$ cat src/rtl/load_store_unit.sv
// rtl/load_store_unit.sv - load/store unit: lane steering, extension, alignment checks and a
// handshake memory port with timeout.
module load_store_unit #(
  parameter int MEM_ADDR_W = 12,
  parameter int MAX_WAIT   = 16
) (
  input  logic                  i_clk,
  input  logic                  i_reset,
  input  logic                  i_req_valid,
  output logic                  o_req_ready,
  input  logic                  i_req_we,
  input  logic [1:0]            i_req_size,
  input  logic                  i_req_signed,
  input  logic [31:0]           i_req_addr,
  input  logic [31:0]           i_req_wdata,
  input  logic [4:0]            i_req_rd,
  output logic                  o_mem_req,
  output logic [3:0]            o_mem_we,
  output logic [MEM_ADDR_W-1:0] o_mem_addr,
  output logic [31:0]           o_mem_wdata,
  input  logic                  i_mem_ack,
  input  logic [31:0]           i_mem_rdata,
  output logic                  o_resp_valid,
  output logic                  o_resp_wb,
  output logic [31:0]           o_resp_data,
  output logic [4:0]            o_resp_rd,
  output logic                  o_resp_err,
  output logic                  o_stall
);

  localparam int CNT_W = (MAX_WAIT > 2) ? $clog2(MAX_WAIT) : 1;

  typedef enum logic [1:0] {
    S_IDLE   = 2'd0,
    S_ACCESS = 2'd1,
    S_RESP   = 2'd2
  } state_t;

  state_t                r_state;
  state_t                w_next;
  logic                  r_we;
  logic [1:0]            r_size;
  logic                  r_signed;
  logic [1:0]            r_off;
  logic [MEM_ADDR_W-1:0] r_waddr;
  logic [31:0]           r_wdata;
  logic [4:0]            r_rd;
  logic                  r_err;
  logic [31:0]           r_data;
  logic [CNT_W-1:0]      r_cnt;

  logic                  w_misaligned;
  logic                  w_timeout;
  logic [7:0]            w_lane_b;
  logic [15:0]           w_lane_h;
  logic [31:0]           w_load;
  logic [3:0]            w_strb;
  logic [31:0]           w_wdata_rep;
  logic                  w_unused_addr;

  // Only the word-address bits reach memory; the rest are deliberately dropped.
  assign w_unused_addr = ^i_req_addr[31:MEM_ADDR_W+2];

  assign w_misaligned = (i_req_size == 2'b11)
                      | ((i_req_size == 2'b01) & i_req_addr[0])
                      | ((i_req_size == 2'b10) & (|i_req_addr[1:0]));

  assign w_timeout = (MAX_WAIT != 0) && (r_cnt == CNT_W'(MAX_WAIT - 1));

  always_comb begin
    w_lane_b = i_mem_rdata[31:24];
    case (r_off)
      2'd0:    w_lane_b = i_mem_rdata[31:24];
      2'd1:    w_lane_b = i_mem_rdata[23:16];
      2'd2:    w_lane_b = i_mem_rdata[15:8];
      default: w_lane_b = i_mem_rdata[7:0];
    endcase
  end

  assign w_lane_h = r_off[1] ? i_mem_rdata[15:0] : i_mem_rdata[31:16];

  always_comb begin
    w_load = i_mem_rdata;
    case (r_size)
      2'b00:   w_load = {{24{r_signed & w_lane_b[7]}}, w_lane_b};
      2'b01:   w_load = {{16{r_signed & w_lane_h[15]}}, w_lane_h};
      default: w_load = i_mem_rdata;
    endcase
  end

  always_comb begin
    w_strb      = 4'b0000;
    w_wdata_rep = r_wdata;
    case (r_size)
      2'b00: begin
        w_strb      = 4'b1000 >> r_off;
        w_wdata_rep = {4{r_wdata[7:0]}};
      end
      2'b01: begin
        w_strb      = r_off[1] ? 4'b0011 : 4'b1100;
        w_wdata_rep = {2{r_wdata[15:0]}};
      end
      2'b10: begin
        w_strb      = 4'b1111;
        w_wdata_rep = r_wdata;
      end
      default: begin
        w_strb      = 4'b0000;
        w_wdata_rep = r_wdata;
      end
    endcase
  end

  always_ff @(posedge i_clk or posedge i_reset) begin
    if (i_reset) begin
      r_state <= S_IDLE;
    end else begin
      r_state <= w_next;
    end
  end

  always_comb begin
    w_next       = r_state;
    o_req_ready  = 1'b0;
    o_stall      = 1'b1;
    o_mem_req    = 1'b0;
    o_mem_we     = 4'b0000;
    o_mem_addr   = '0;
    o_mem_wdata  = 32'd0;
    o_resp_valid = 1'b0;
    o_resp_wb    = 1'b0;
    o_resp_err   = 1'b0;
    o_resp_data  = 32'd0;
    o_resp_rd    = 5'd0;
    case (r_state)
      S_IDLE: begin
        o_req_ready = 1'b1;
        o_stall     = 1'b0;
        if (i_req_valid) begin
          w_next = w_misaligned ? S_RESP : S_ACCESS;
        end
      end
      S_ACCESS: begin
        o_mem_req   = 1'b1;
        o_mem_we    = r_we ? w_strb : 4'b0000;
        o_mem_addr  = r_waddr;
        o_mem_wdata = w_wdata_rep;
        // An ack arriving on the timeout cycle still completes the access cleanly.
        if (i_mem_ack || w_timeout) begin
          w_next = S_RESP;
        end
      end
      S_RESP: begin
        o_resp_valid = 1'b1;
        o_resp_wb    = ~r_we & ~r_err;
        o_resp_err   = r_err;
        o_resp_data  = r_data;
        o_resp_rd    = r_rd;
        w_next       = S_IDLE;
      end
      default: begin
        w_next = S_IDLE;
      end
    endcase
  end

  always_ff @(posedge i_clk or posedge i_reset) begin
    if (i_reset) begin
      r_we     <= 1'b0;
      r_size   <= 2'b00;
      r_signed <= 1'b0;
      r_off    <= 2'b00;
      r_waddr  <= '0;
      r_wdata  <= 32'd0;
      r_rd     <= 5'd0;
      r_err    <= 1'b0;
      r_data   <= 32'd0;
      r_cnt    <= '0;
    end else begin
      case (r_state)
        S_IDLE: begin
          r_cnt <= '0;
          if (i_req_valid) begin
            r_we     <= i_req_we;
            r_size   <= i_req_size;
            r_signed <= i_req_signed;
            r_off    <= i_req_addr[1:0];
            r_waddr  <= i_req_addr[MEM_ADDR_W+1:2];
            r_wdata  <= i_req_wdata;
            r_rd     <= i_req_rd;
            r_err    <= w_misaligned;
            r_data   <= 32'd0;
          end
        end
        S_ACCESS: begin
          r_cnt <= r_cnt + CNT_W'(1);
          if (i_mem_ack) begin
            r_err  <= 1'b0;
            r_data <= r_we ? 32'd0 : w_load;
          end else if (w_timeout) begin
            r_err  <= 1'b1;
            r_data <= 32'd0;
          end
        end
        default: begin
          r_cnt <= '0;
        end
      endcase
    end
  end

endmodule

$ cat config.mk
export PLATFORM = sky130hd
export DESIGN_NAME = load_store_unit
export DESIGN_NICKNAME = d
export VERILOG_FILES = /design/src/rtl/load_store_unit.sv
export SDC_FILE = /design/constraint.sdc
export NUM_CORES = 1
export LEC_CHECK = 0
export ABC_AREA = 1
export CAP_MARGIN = 15
export CELL_PAD_IN_SITES_DETAIL_PLACEMENT = 0
export CELL_PAD_IN_SITES_GLOBAL_PLACEMENT = 1
export CORE_MARGIN = 3
export CORE_UTILIZATION = 31
export CTS_BUF_LIST = sky130_fd_sc_hd__clkbuf_4 sky130_fd_sc_hd__clkbuf_8 sky130_fd_sc_hd__clkbuf_16
export DETAILED_ROUTE_END_ITERATION = 10
export PLACE_DENSITY = 0.85
export SETUP_SLACK_MARGIN = 0.05
export SLEW_MARGIN = 20
export SYNTH_ARGS = -nofsm -noshare
export SYNTH_HDL_FRONTEND = slang
export SYNTH_SLANG_ARGS = --single-unit
$ cat constraint.sdc
create_clock -name i_clk -period 4 [get_ports i_clk]
set_clock_uncertainty 0.15 [all_clocks]
set_input_delay 0.8 -clock i_clk [delete_from_list [all_inputs] [get_ports i_clk]]
set_output_delay 0.8 -clock i_clk [all_outputs]
set_load 0.05 [all_outputs]
Word level (Yosys, flattened, before mapping)
Index checks and enable logic that the tools add are counted.
{"block": "op_classes", "n_addsub": 1, "n_eq_ne": 13, "shifts": 1, "muxes": 32, "bitwise": 9, "n_reduce_logical": 9}
{"op": "32-bit two-way mux", "n": 6}
{"op": "32-bit case mux with 2 select lines", "n": 3}
{"op": "8-bit case mux with 3 select lines", "n": 1}
{"op": "16-bit two-way mux", "n": 1}
{"op": "4-bit two-way mux", "n": 4}
{"op": "12-bit two-way mux", "n": 1}
{"op": "4-bit case mux with 3 select lines", "n": 1}
{"op": "2-bit equality test (second input constant)", "n": 5}
{"op": "1-bit two-way mux", "n": 9}
{"op": "2-bit by 1-bit equality test with 1-bit output (second input constant)", "n": 4}
{"op": "2-bit zero test", "n": 3}
{"op": "2-bit two-way mux", "n": 3}
{"op": "1-bit AND", "n": 5}
{"op": "5-bit two-way mux", "n": 1}
{"op": "4-bit by 1-bit adder with 4-bit output (second input constant)", "n": 1}
{"op": "4-bit equality test (second input constant)", "n": 1}
{"op": "2-bit != test (second input constant)", "n": 2}
{"op": "2-bit case mux with 2 select lines", "n": 1}
{"op": "2-bit AND reduction", "n": 2}
{"op": "4-bit by 2-bit >> shifter with 4-bit output (first input constant)", "n": 1}
{"op": "3-bit != test (second input constant)", "n": 1}
{"op": "3-bit AND reduction", "n": 1}
{"op": "1-bit inverter", "n": 2}
{"op": "1-bit bitwise OR", "n": 2}
{"op": "4 further kinds", "n": 4}
{"block": "word_totals", "ff_bits": 94, "in_bits": 109, "output_inout_bits": 91, "elab_cells": 76}

Depth between registers and ports, before layout
Gate-level depths: netlist of run 1.
{"block": "depth", "depth_word": 7, "mapped_depth": 9}

Least setup slack after synthesis of run 1
OpenSTA, ideal clock, no wires.
{"block": "synth_path", "path_type": "register -> output", "startpoint": "register r_state[1]", "endpoint": "output port o_resp_wb", "arrival_time_ps": 2598, "t_required_ps": 3050, "setup_slack_ps": 452, "stages_incl_launch_ff": 6, "n_path_buf": 1, "cell_sequence": "dfrtp_1 > inv_1 > nor2_1 > inv_1 > clkbuf_1 > nor3_1"}
{"block": "synth_between", "elab_chain_len": 2}
{"item": "start, declared", "line": "39", "text": "state_t r_state;"}
{"item": "start signal, assigned", "line": "118", "text": "r_state <= w_next;"}
{"item": "2-bit equality test", "line": "135", "text": "case (r_state)"}
{"item": "1-bit two-way mux", "line": "135"}
{"item": "end, declared", "line": "24", "text": "output logic o_resp_wb,"}
Every way passes these cells.

Worst setup path in the final report of run 1
{"block": "layout_path", "startpoint": "register r_state[1]", "endpoint": "output port o_resp_data[19]"}
{"block": "layout_between", "elab_chain_len": 2}
{"item": "2-bit equality test", "line": "135"}
{"item": "32-bit two-way mux", "line": "135"}
{"item": "end, declared", "line": "25", "text": "output logic [31:0] o_resp_data,"}
Every way passes these cells.

==> qor.txt, run 1 <==
Run status - complete, no violations
Synth Cell Area - 0.00511 sq mm
Root buf cell - clkbuf_16
Clock-pin slew on the worst setup and hold paths - 70 ps
Die Y - 134 microns
Number of diodes - 0
Initial antenna violation count - 0
DR DRC count - 0
Via/cell ratio - 4.59
Req. time, crit path - 3050 ps
Yosys top cell area share - 46.0%
H-tree lvl count - 3
Gate Count Post-Synth - 693
Flops & latches, synth - 94
Syn Nets - 803
Overflow after GRT - 0
Row cnt - 46
Switch share - 48.5%
Reg2Reg Depth - 6
Die X - 134 microns
Final period utilization - 90.8%
Logic pwr share - 55.5%
Placer Congestion - 0.826
Hold Path Class - reg2reg
Flop-to-flop setup slack - 1700 ps
Layout cells sized above 1 - 10.0%
Int Pwr - 0.00283 W
Register area share after synthesis - 46.0%
Clock share of power - 17.2%
Achievable Freq - 275 MHz
DP HPWL - 11600 microns
Reg-to-reg startpoint - r_state[1]
Post-synth EDFFs - 0
Unrepaired setup endpoints after global routing - no
Syn_area_per_cell - 7.38 sq um
Cell Area, Placed - 0.00709 sq mm
Synth-to-layout area growth - 45.0%
CTS buffer count - 9
Worst R2R End - r_data[7]
Flop pwr share - 27.2%
Num Clock Sinks - 94
# Max-Cap Violations - 0
IO buf count - 181
Yosys warns - 0
# IOs - 200
Post-layout minimum cycle time - 3630 ps
Post-CTS Hold Buffers - 0
Fin. Hold Viols - 0
DIE AREA - 0.0181 sq mm
Worst-path maximum fanout - 23
Critical Path Source Type - flop
Detail Route Antenna Nets - 0
HP Start - r_cnt[0]
TritonRoute pass-1 iters - 4
Most frequent cell after synthesis - nor2_1
Post-route cell area - 0.00741 sq mm
Synth top cells by count - nor2_1, nand2_1, dfrtp_1, inv_1, a21oi_1
Slew @ Worst Pin - 993 ps
Setup TNS - 0 ps
Wire length per cell - 14.7 microns
Synth area leaders - dfrtp_1, nor2_1, nand2_1
CTS tree - done
# nets final - 973
Setup crit end kind - output pin
# fillers - 1719
Area leader, netlist - dfrtp_1
Hold Crit Depth - 1
Static leakage - 3.49 nW
Ys flop type - dfrtp_1
GRT Overall Usage - 17.8%
VDD IR-drop max - 0.000462 V
Resized cells post-CTS - 0
First-pass GRT wire length - 25700 microns
Post-synth ARST share - 100%
Endpoints failing setup - 0
Initial DRC Count - 333
Clk buf depth - 2
Pins Over Slew Limit - 0
Largest net degree at the start of global routing - 61
Core ar. - 0.0160 sq mm
Vias post-DR - 4979
PwrDens - 742 mW/mm^2
Post-CTS setup buffers - 0
Sw power - 0.00267 W
Starting Density - 31.9%
Routed WL - 16000 microns
Slew HR - 33.5%
Setup CP Type - reg2out
Hold worst-path end - r_cnt[0]
Vias in the first global route - 4946
Clock Latency Late Sink - 350 ps
CP arrival - 2680 ps
Unique masters post-synth - 31
## layout make-up
type,instances,area [sq um],share of cell area [%]
flip-flops and latches,94,2350,31.7
multi-input cells,468,2210,29.9
repair buffers,192,1880,25.4
inverters,98,373,5.03
well taps,216,270,3.65
clock buffers,10,233,3.14
clock inverters,6,91.3,1.23
## power by group through the flow
stage / Clock, W / Combinational, W / Sequential (W)
after floorplan: 0 / 0.00223 / 0.00144
after global placement: 0 / 0.00305 / 0.00150
after detailed placement: 0 / 0.00306 / 0.00151
after CTS: 0.000979 / 0.00308 / 0.00150
after global routing: 0.00103 / 0.00334 / 0.00154
final: 0.000948 / 0.00305 / 0.00150
## layout by cell type, fill, tap and decap left out, types with 3 or more instances in the layout
master           synthesis  final
nor3_1                   6      6
buf_4                    1     21
inv_2                    3      3
nor2_2                   3      3
nor2_1                 163    163
nand2_1                115    114
nand2_2                 11     12
o22ai_1                  8      8
clkbuf_16                0      9
a21oi_1                 59     59
dfrtp_1                 94     94
mux2_2                  25     25
clkdlybuf4s50_1          0    170
nand3_1                 34     34
inv_1                   94     93
o21ai_0                 33     33
## worst max-delay path by stage
stage	start	slack, ps	cells after the start	to
3_3_place_gp	r_state[1]	740	6	o_resp_data[16]
4_1_cts	r_state[1]	310	6	o_resp_data[19]
3_5_place_dp	r_state[1]	710	6	o_resp_data[19]
5_1_grt	r_state[1]	180	6	o_resp_data[19]
6_report	r_state[1]	370	6	o_resp_data[19]
2_1_floorplan	r_state[1]	450	5	o_resp_wb
## registers in the layout, indices dropped and copies added, names as in the netlist
| signal | count |
|---|---|
| r_cnt | 4 |
| r_data | 32 |
| r_err | 1 |
| r_off | 2 |
| r_rd | 5 |
| r_signed | 1 |
| r_size | 2 |
| r_state | 2 |
| r_waddr | 12 |
| r_wdata | 32 |
| r_we | 1 |
## cells by family after synthesis
family / Yosys count / synth area share [%]
AOI/OAI and AO/OA: 105 / 10.6
xor gates and xnor gates: 1 / 0.171
adders and majority gates: 1 / 0.245
buffers and inverters: 131 / 10.7
DFF: 94 / 46.0
muxes: 25 / 5.51
and+or+nand+nor: 336 / 26.7
## per-layer routing
layer	vias up	share of wire, %	GRT usage (%)
met5	-	0	0
met1	2328	46	24.1
met4	0	1.4	4.52
met2	142	45	27.4
met3	14	7.6	6.38
li1	2495	-	-
## worst max-delay path: stages, from the launching register on
cell and delay (ps):
dfrtp_1 460, inv_1 80, nor2_1 40, inv_1 630, buf_4 350, nor2_1 60
clkdlybuf4s50_1 710
## metrics by stage
stage | hold slack, ps | setup WS (ps) | total power [W] | util, % | cells
2_1_floorplan | 283 | 452 | 0.00366 | - | 693
3_3_place_gp | 303 | 742 | 0.00456 | 44.3 | 1068
3_5_place_dp | 312 | 713 | 0.00458 | 44.3 | 1068
4_1_cts | 322 | 313 | 0.00555 | 46.3 | 1084
5_1_grt | 353 | 177 | 0.00591 | 46.3 | 1084
6_report | 317 | 368 | 0.00550 | 46.3 | 1084
Power figures use the tool's default switching activity.
==> run 2, diff against run 1 <==
--- a/config.mk
+++ b/config.mk
@@ -13,7 +13,8 @@
 export CORE_UTILIZATION = 31
 export CTS_BUF_LIST = sky130_fd_sc_hd__clkbuf_4 sky130_fd_sc_hd__clkbuf_8 sky130_fd_sc_hd__clkbuf_16
 export DETAILED_ROUTE_END_ITERATION = 10
-export PLACE_DENSITY = 0.85
+export GPL_ROUTABILITY_DRIVEN = 0
+export PLACE_DENSITY = 0.88
 export SETUP_SLACK_MARGIN = 0.05
 export SLEW_MARGIN = 20
 export SYNTH_ARGS = -nofsm -noshare
==> qor.txt, run 2 (same netlist as run 1, synthesis figures left out) <==
Pins Over Slew Limit - 0 (unchanged)
Register Area - 0.00235 sq mm (unchanged)
CP startpoint - r_state[1]
DR DRC count - 0 (unchanged)
Most frequent cells in the layout - clkdlybuf4s50_1, nor2_1, nand2_1
Critical Path Source Type - flop
H-tree lvl count - 3 (unchanged)
# fillers - 1693 (-1.5%)
Die Y - 134 microns (unchanged)
Num Clock Sinks - 94 (unchanged)
Die X - 134 microns (unchanged)
Final critical-path setup slack - 428 ps (+59.6 ps)
Run status - complete, no violations
CP arrival - 2620 ps (-60 ps)
Unrepaired setup endpoints after global routing - no
Achievable Freq - 280 MHz (+1.7%)
Row cnt - 46 (unchanged)
Initial DRC Count - 289 (-13%)
Final period utilization - 89.3% (-1.5 points)
DP HPWL - 11500 microns (-0.74%)
# IOs - 200 (unchanged)
Hold Path Class - reg2reg
Endpoints failing setup - 0 (unchanged)
Largest net degree at the start of global routing - 68 (+11%)
Vias post-DR - 4933 (-0.92%)
Starting Density - 31.9% (unchanged)
CTS buffer count - 9 (unchanged)
Post-CTS setup buffers - 0 (unchanged)
IO buf count - 181 (unchanged)
Vias in the first global route - 4881 (-1.3%)
# nets final - 971 (-0.21%)
Req. time, crit path - 3050 ps (about the same)
First-pass GRT wire length - 25700 microns (+0.21%)
Dpl ws - 763 ps (+49.7 ps)
Number of diodes - 0 (unchanged)
Core ar. - 0.0160 sq mm (unchanged)
Static leakage - 3.46 nW (-0.62%)
Overflow after GRT - 0 (unchanged)
Clk buf depth - 2 (unchanged)
Reg-to-reg startpoint - r_state[1]
Setup TNS - 0 ps (unchanged)
Fin. Hold Viols - 0 (unchanged)
Setup CP Type - reg2out
PwrDens - 732 mW/mm^2 (-1.3%)
Largest registers - r_data: 32 flops, r_wdata: 32 flops, r_waddr: 12 flops
HP Start - r_cnt[0]
Area of the multi-input gates - 0.00221 sq mm (unchanged)
Synth-to-layout area growth - 44.2%
Clock-pin slew on the worst setup and hold paths - 70 ps (about the same)
# Max-Cap Violations - 0 (unchanged)
Detail Route Antenna Nets - 0 (unchanged)
Layout cells sized above 1 - 9.82% (-0.21 points)
Commonest non-fill, non-tap cell in the layout - clkdlybuf4s50_1
Wire length per cell - 14.7 microns (-0.37%)
CTS tree - done
Resized cells post-CTS - 0 (unchanged)
DIE AREA - 0.0181 sq mm (unchanged)
Post-CTS Hold Buffers - 0 (unchanged)
Slew @ Worst Pin - 979 ps (-14.1 ps)
Post-layout minimum cycle time - 3570 ps (-59.6 ps)
GRT Overall Usage - 17.8% (about the same)
Slew HR - 34.5% (+0.95 points)
Clock Latency Late Sink - 350 ps (about the same)
TritonRoute pass-1 iters - 4 (unchanged)
Worst-path maximum fanout - 22 (-4.3%)
Routed WL - 15900 microns (-0.56%)
Initial antenna violation count - 1 (+1)
Worst hold slack - 321 ps (+3.95 ps)
Setup crit end kind - output pin
Via/cell ratio - 4.56 (-0.74%)
Root buf cell - clkbuf_16
VDD IR-drop max - 0.000509 V (+10%)
## run 2: power by group
group / switching [W] / internal (W)
logic: 0.00206 / 0.000985
registers: 0.000216 / 0.00129
clock network: 0.000405 / 0.000432
## run 2: final timing paths
path                               endpoint  slack, ps  cells past startpoint
worst min-delay path               r_cnt[0]        320                      1
max in group asynchronous        r_data[22]       2110                      3
min in group asynchronous       r_wdata[28]        810                      2
worst min register to register     r_cnt[0]        320                      1
worst max-delay path              o_resp_wb        430                      6
worst max register to register   r_data[26]       1710                      6
## run 2: layer usage
metal,wire length (microns),track usage [%]
met1,7330,24.3
met4,223,5.32
met5,9,0
met2,7070,27.4
met3,1250,5.40
## run 2: per-stage QoR
step                util [%]  std cells  cell area, sq um  total power, W
finish                  46.1       1082              7370         0.00539
global route            46.1       1082              7370         0.00580
CTS                     46.1       1082              7370         0.00545
detailed placement      44.3       1066              7090         0.00459
global placement        44.3       1066              7090         0.00456
floorplan                  -        693              5110         0.00366
## run 2: layout make-up
cell class / count / share of cell area, %
timing repair buffer: 190 / 25.5
multi-input combinational: 468 / 30.1
clock inverter: 7 / 0.764
inverter: 98 / 5.06
tap: 216 / 3.67
sequential: 94 / 31.9
clock buffer: 9 / 3.06
## run 2: critical path, cell delays in order, from the launching register on
cell and delay, ps:
dfrtp_1 460, inv_1 60, nor2_1 120, inv_1 350, buf_12 300, nor3_1 140
clkdlybuf4s50_1 850
==> run 3, diff against run 2 <==
--- a/config.mk
+++ b/config.mk
@@ -9,7 +9,7 @@
 export CAP_MARGIN = 15
 export CELL_PAD_IN_SITES_DETAIL_PLACEMENT = 0
 export CELL_PAD_IN_SITES_GLOBAL_PLACEMENT = 1
-export CORE_MARGIN = 3
+export CORE_MARGIN = 2
 export CORE_UTILIZATION = 31
 export CTS_BUF_LIST = sky130_fd_sc_hd__clkbuf_4 sky130_fd_sc_hd__clkbuf_8 sky130_fd_sc_hd__clkbuf_16
 export DETAILED_ROUTE_END_ITERATION = 10
==> qor.txt, run 3 (same netlist as run 1, synthesis figures left out) <==
Commonest non-fill, non-tap cell in the layout - clkdlybuf4s50_1
Hold Crit Depth - 1 (unchanged)
Row cnt - 46 (unchanged)
Initial antenna violation count - 1 (unchanged)
First-pass GRT wire length - 26200 microns (+1.9%)
VDD IR-drop max - 0.000532 V (+4.5%)
# IOs - 200 (unchanged)
Num Clock Sinks - 94 (unchanged)
Vias in the first global route - 4921 (+0.82%)
Setup CP Type - reg2out
Worst-path maximum fanout - 22 (unchanged)
Via/cell ratio - 4.66 (+2.3%)
Final core area utilization - 46.4% (+0.34 points)
Initial DRC Count - 314 (+8.7%)
Wire length per cell - 14.9 microns (+1.3%)
Final critical-path setup slack - 426 ps (-1.49 ps)
Setup crit end kind - output pin
Hold worst-path end - r_cnt[0]
Largest net degree at the start of global routing - 54 (-21%)
Core ar. - 0.0160 sq mm (unchanged)
DP HPWL - 11600 microns (+0.62%)
# Max-Cap Violations - 0 (unchanged)
Achievable Freq - 280 MHz (about the same)
Post-CTS Hold Buffers - 0 (unchanged)
# fillers - 1726 (+1.9%)
Clock Latency Late Sink - 350 ps (about the same)
Die Y - 132 microns (-1.5%)
# nets final - 973 (+0.21%)
Pins Over Slew Limit - 0 (unchanged)
Largest registers - r_data: 32 flops, r_wdata: 32 flops, r_waddr: 12 flops
Endpoints failing setup - 0 (unchanged)
Dpl ws - 776 ps (+12.9 ps)
CP arrival - 2620 ps (about the same)
Flop-to-flop setup slack - 1800 ps (+90 ps)
GRT Overall Usage - 18.6% (+0.80 points)
Reg2Reg Depth - 9 (+3)
PwrDens - 746 mW/mm^2 (+2.0%)
Placed cells - 1068 (+0.19%)
Slew @ Worst Pin - 1010 ps (+28.3 ps)
Detail Route Antenna Nets - 0 (unchanged)
Post-CTS setup buffers - 0 (unchanged)
Run status - complete, no violations
Worst hold slack - 310 ps (-11.0 ps)
Req. time, crit path - 3050 ps (about the same)
Starting Density - 31.9% (unchanged)
H-tree lvl count - 3 (unchanged)
Root buf cell - clkbuf_16
TritonRoute pass-1 iters - 5 (+1)
DIE AREA - 0.0175 sq mm (-3.0%)
Clock-pin slew on the worst setup and hold paths - 70 ps (about the same)
Die X - 132 microns (-1.5%)
DR DRC count - 0 (unchanged)
Unrepaired setup endpoints after global routing - no
Static leakage - 3.49 nW (+0.63%)
Reg-to-reg startpoint - r_size[1]
Hold Path Class - reg2reg
Setup TNS - 0 ps (unchanged)
Slew HR - 32.6% (-1.9 points)
IO buf count - 181 (unchanged)
Overflow after GRT - 0 (unchanged)
HP Start - r_cnt[0]
Routed WL - 16100 microns (+1.6%)
CTS buffer count - 9 (unchanged)
Critical Path Source Type - flop
Vias post-DR - 5059 (+2.6%)
Cell Count, Final, Fillers Out - 1085 (+0.28%)
CTS tree - done
Synth-to-layout area growth - 45.2%
Most frequent cells in the layout - clkdlybuf4s50_1, nor2_1, nand2_1
Worst R2R End - r_data[29]
Final period utilization - 89.3% (about the same)
Post-layout minimum cycle time - 3570 ps (+1.49 ps)
Fin. Hold Viols - 0 (unchanged)
Resized cells post-CTS - 0 (unchanged)
Layout cells sized above 1 - 9.91% (+0.093 points)
Clk buf depth - 2 (unchanged)
==> run 3: cell count changes in the layout (fill, tap and decap cells not counted) <==
cell,before,now
bufinv_16,0,2
buf_4,18,20
buf_12,2,1
clkinv_4,1,0
clkinv_2,2,1
clkdlybuf4s50_1,170,171
diode_2,0,1
==> run 3: critical path, cell delays in order (launching register included) <==
cell and delay, ps:
dfrtp_1 460, inv_1 80, nor2_1 50, inv_1 490, buf_4 390, nor2_1 70, clkdlybuf4s50_1 730
==> run 3: per-stage QoR <==
stage	power [W]	instance area, sq um
floorplan	0.00366	5110
global placement	0.00456	7090
detailed placement	0.00459	7090
CTS	0.00558	7420
global route	0.00594	7420
finish	0.00554	7420
==> run 3: how the worst max path moves through the flow <==
stage	slack [ps]	startpoint	depth (start not counted)	endpoint
after detailed placement	780	r_state[1]	6	o_resp_data[4]
after global placement	780	r_state[1]	6	o_resp_data[12]
after global routing	260	r_state[1]	6	o_resp_data[4]
after CTS	370	r_state[1]	6	o_resp_data[4]
after floorplan	450	r_state[1]	5	o_resp_wb
final	430	r_state[1]	6	o_resp_data[7]
==> run 3: layout make-up <==
class	instances	area, sq um	share of cell area, %
antenna	1	2.50	0.0337
clock buffer	9	225	3.03
clock inverter	7	103	1.38
inverter	98	373	5.02
multi-input combinational	468	2210	29.8
sequential	94	2350	31.7
tap	216	270	3.64
timing repair buffer	192	1880	25.4
==> run 3: metal layers <==
layer  vias up  GRT usage, %  wire (microns)
met5         -             0               0
met4         0          3.58             182
met2       194          29.0            7240
met1      2348          25.4            7280
li1       2503             -               -
met3        14          6.42            1420
==> run 3: report_power, final <==
part | switching [W] | internal (W)
logic | 0.00209 | 0.000986
clock network | 0.000411 | 0.000559
registers | 0.000208 | 0.00129
total | 0.00270 | 0.00283
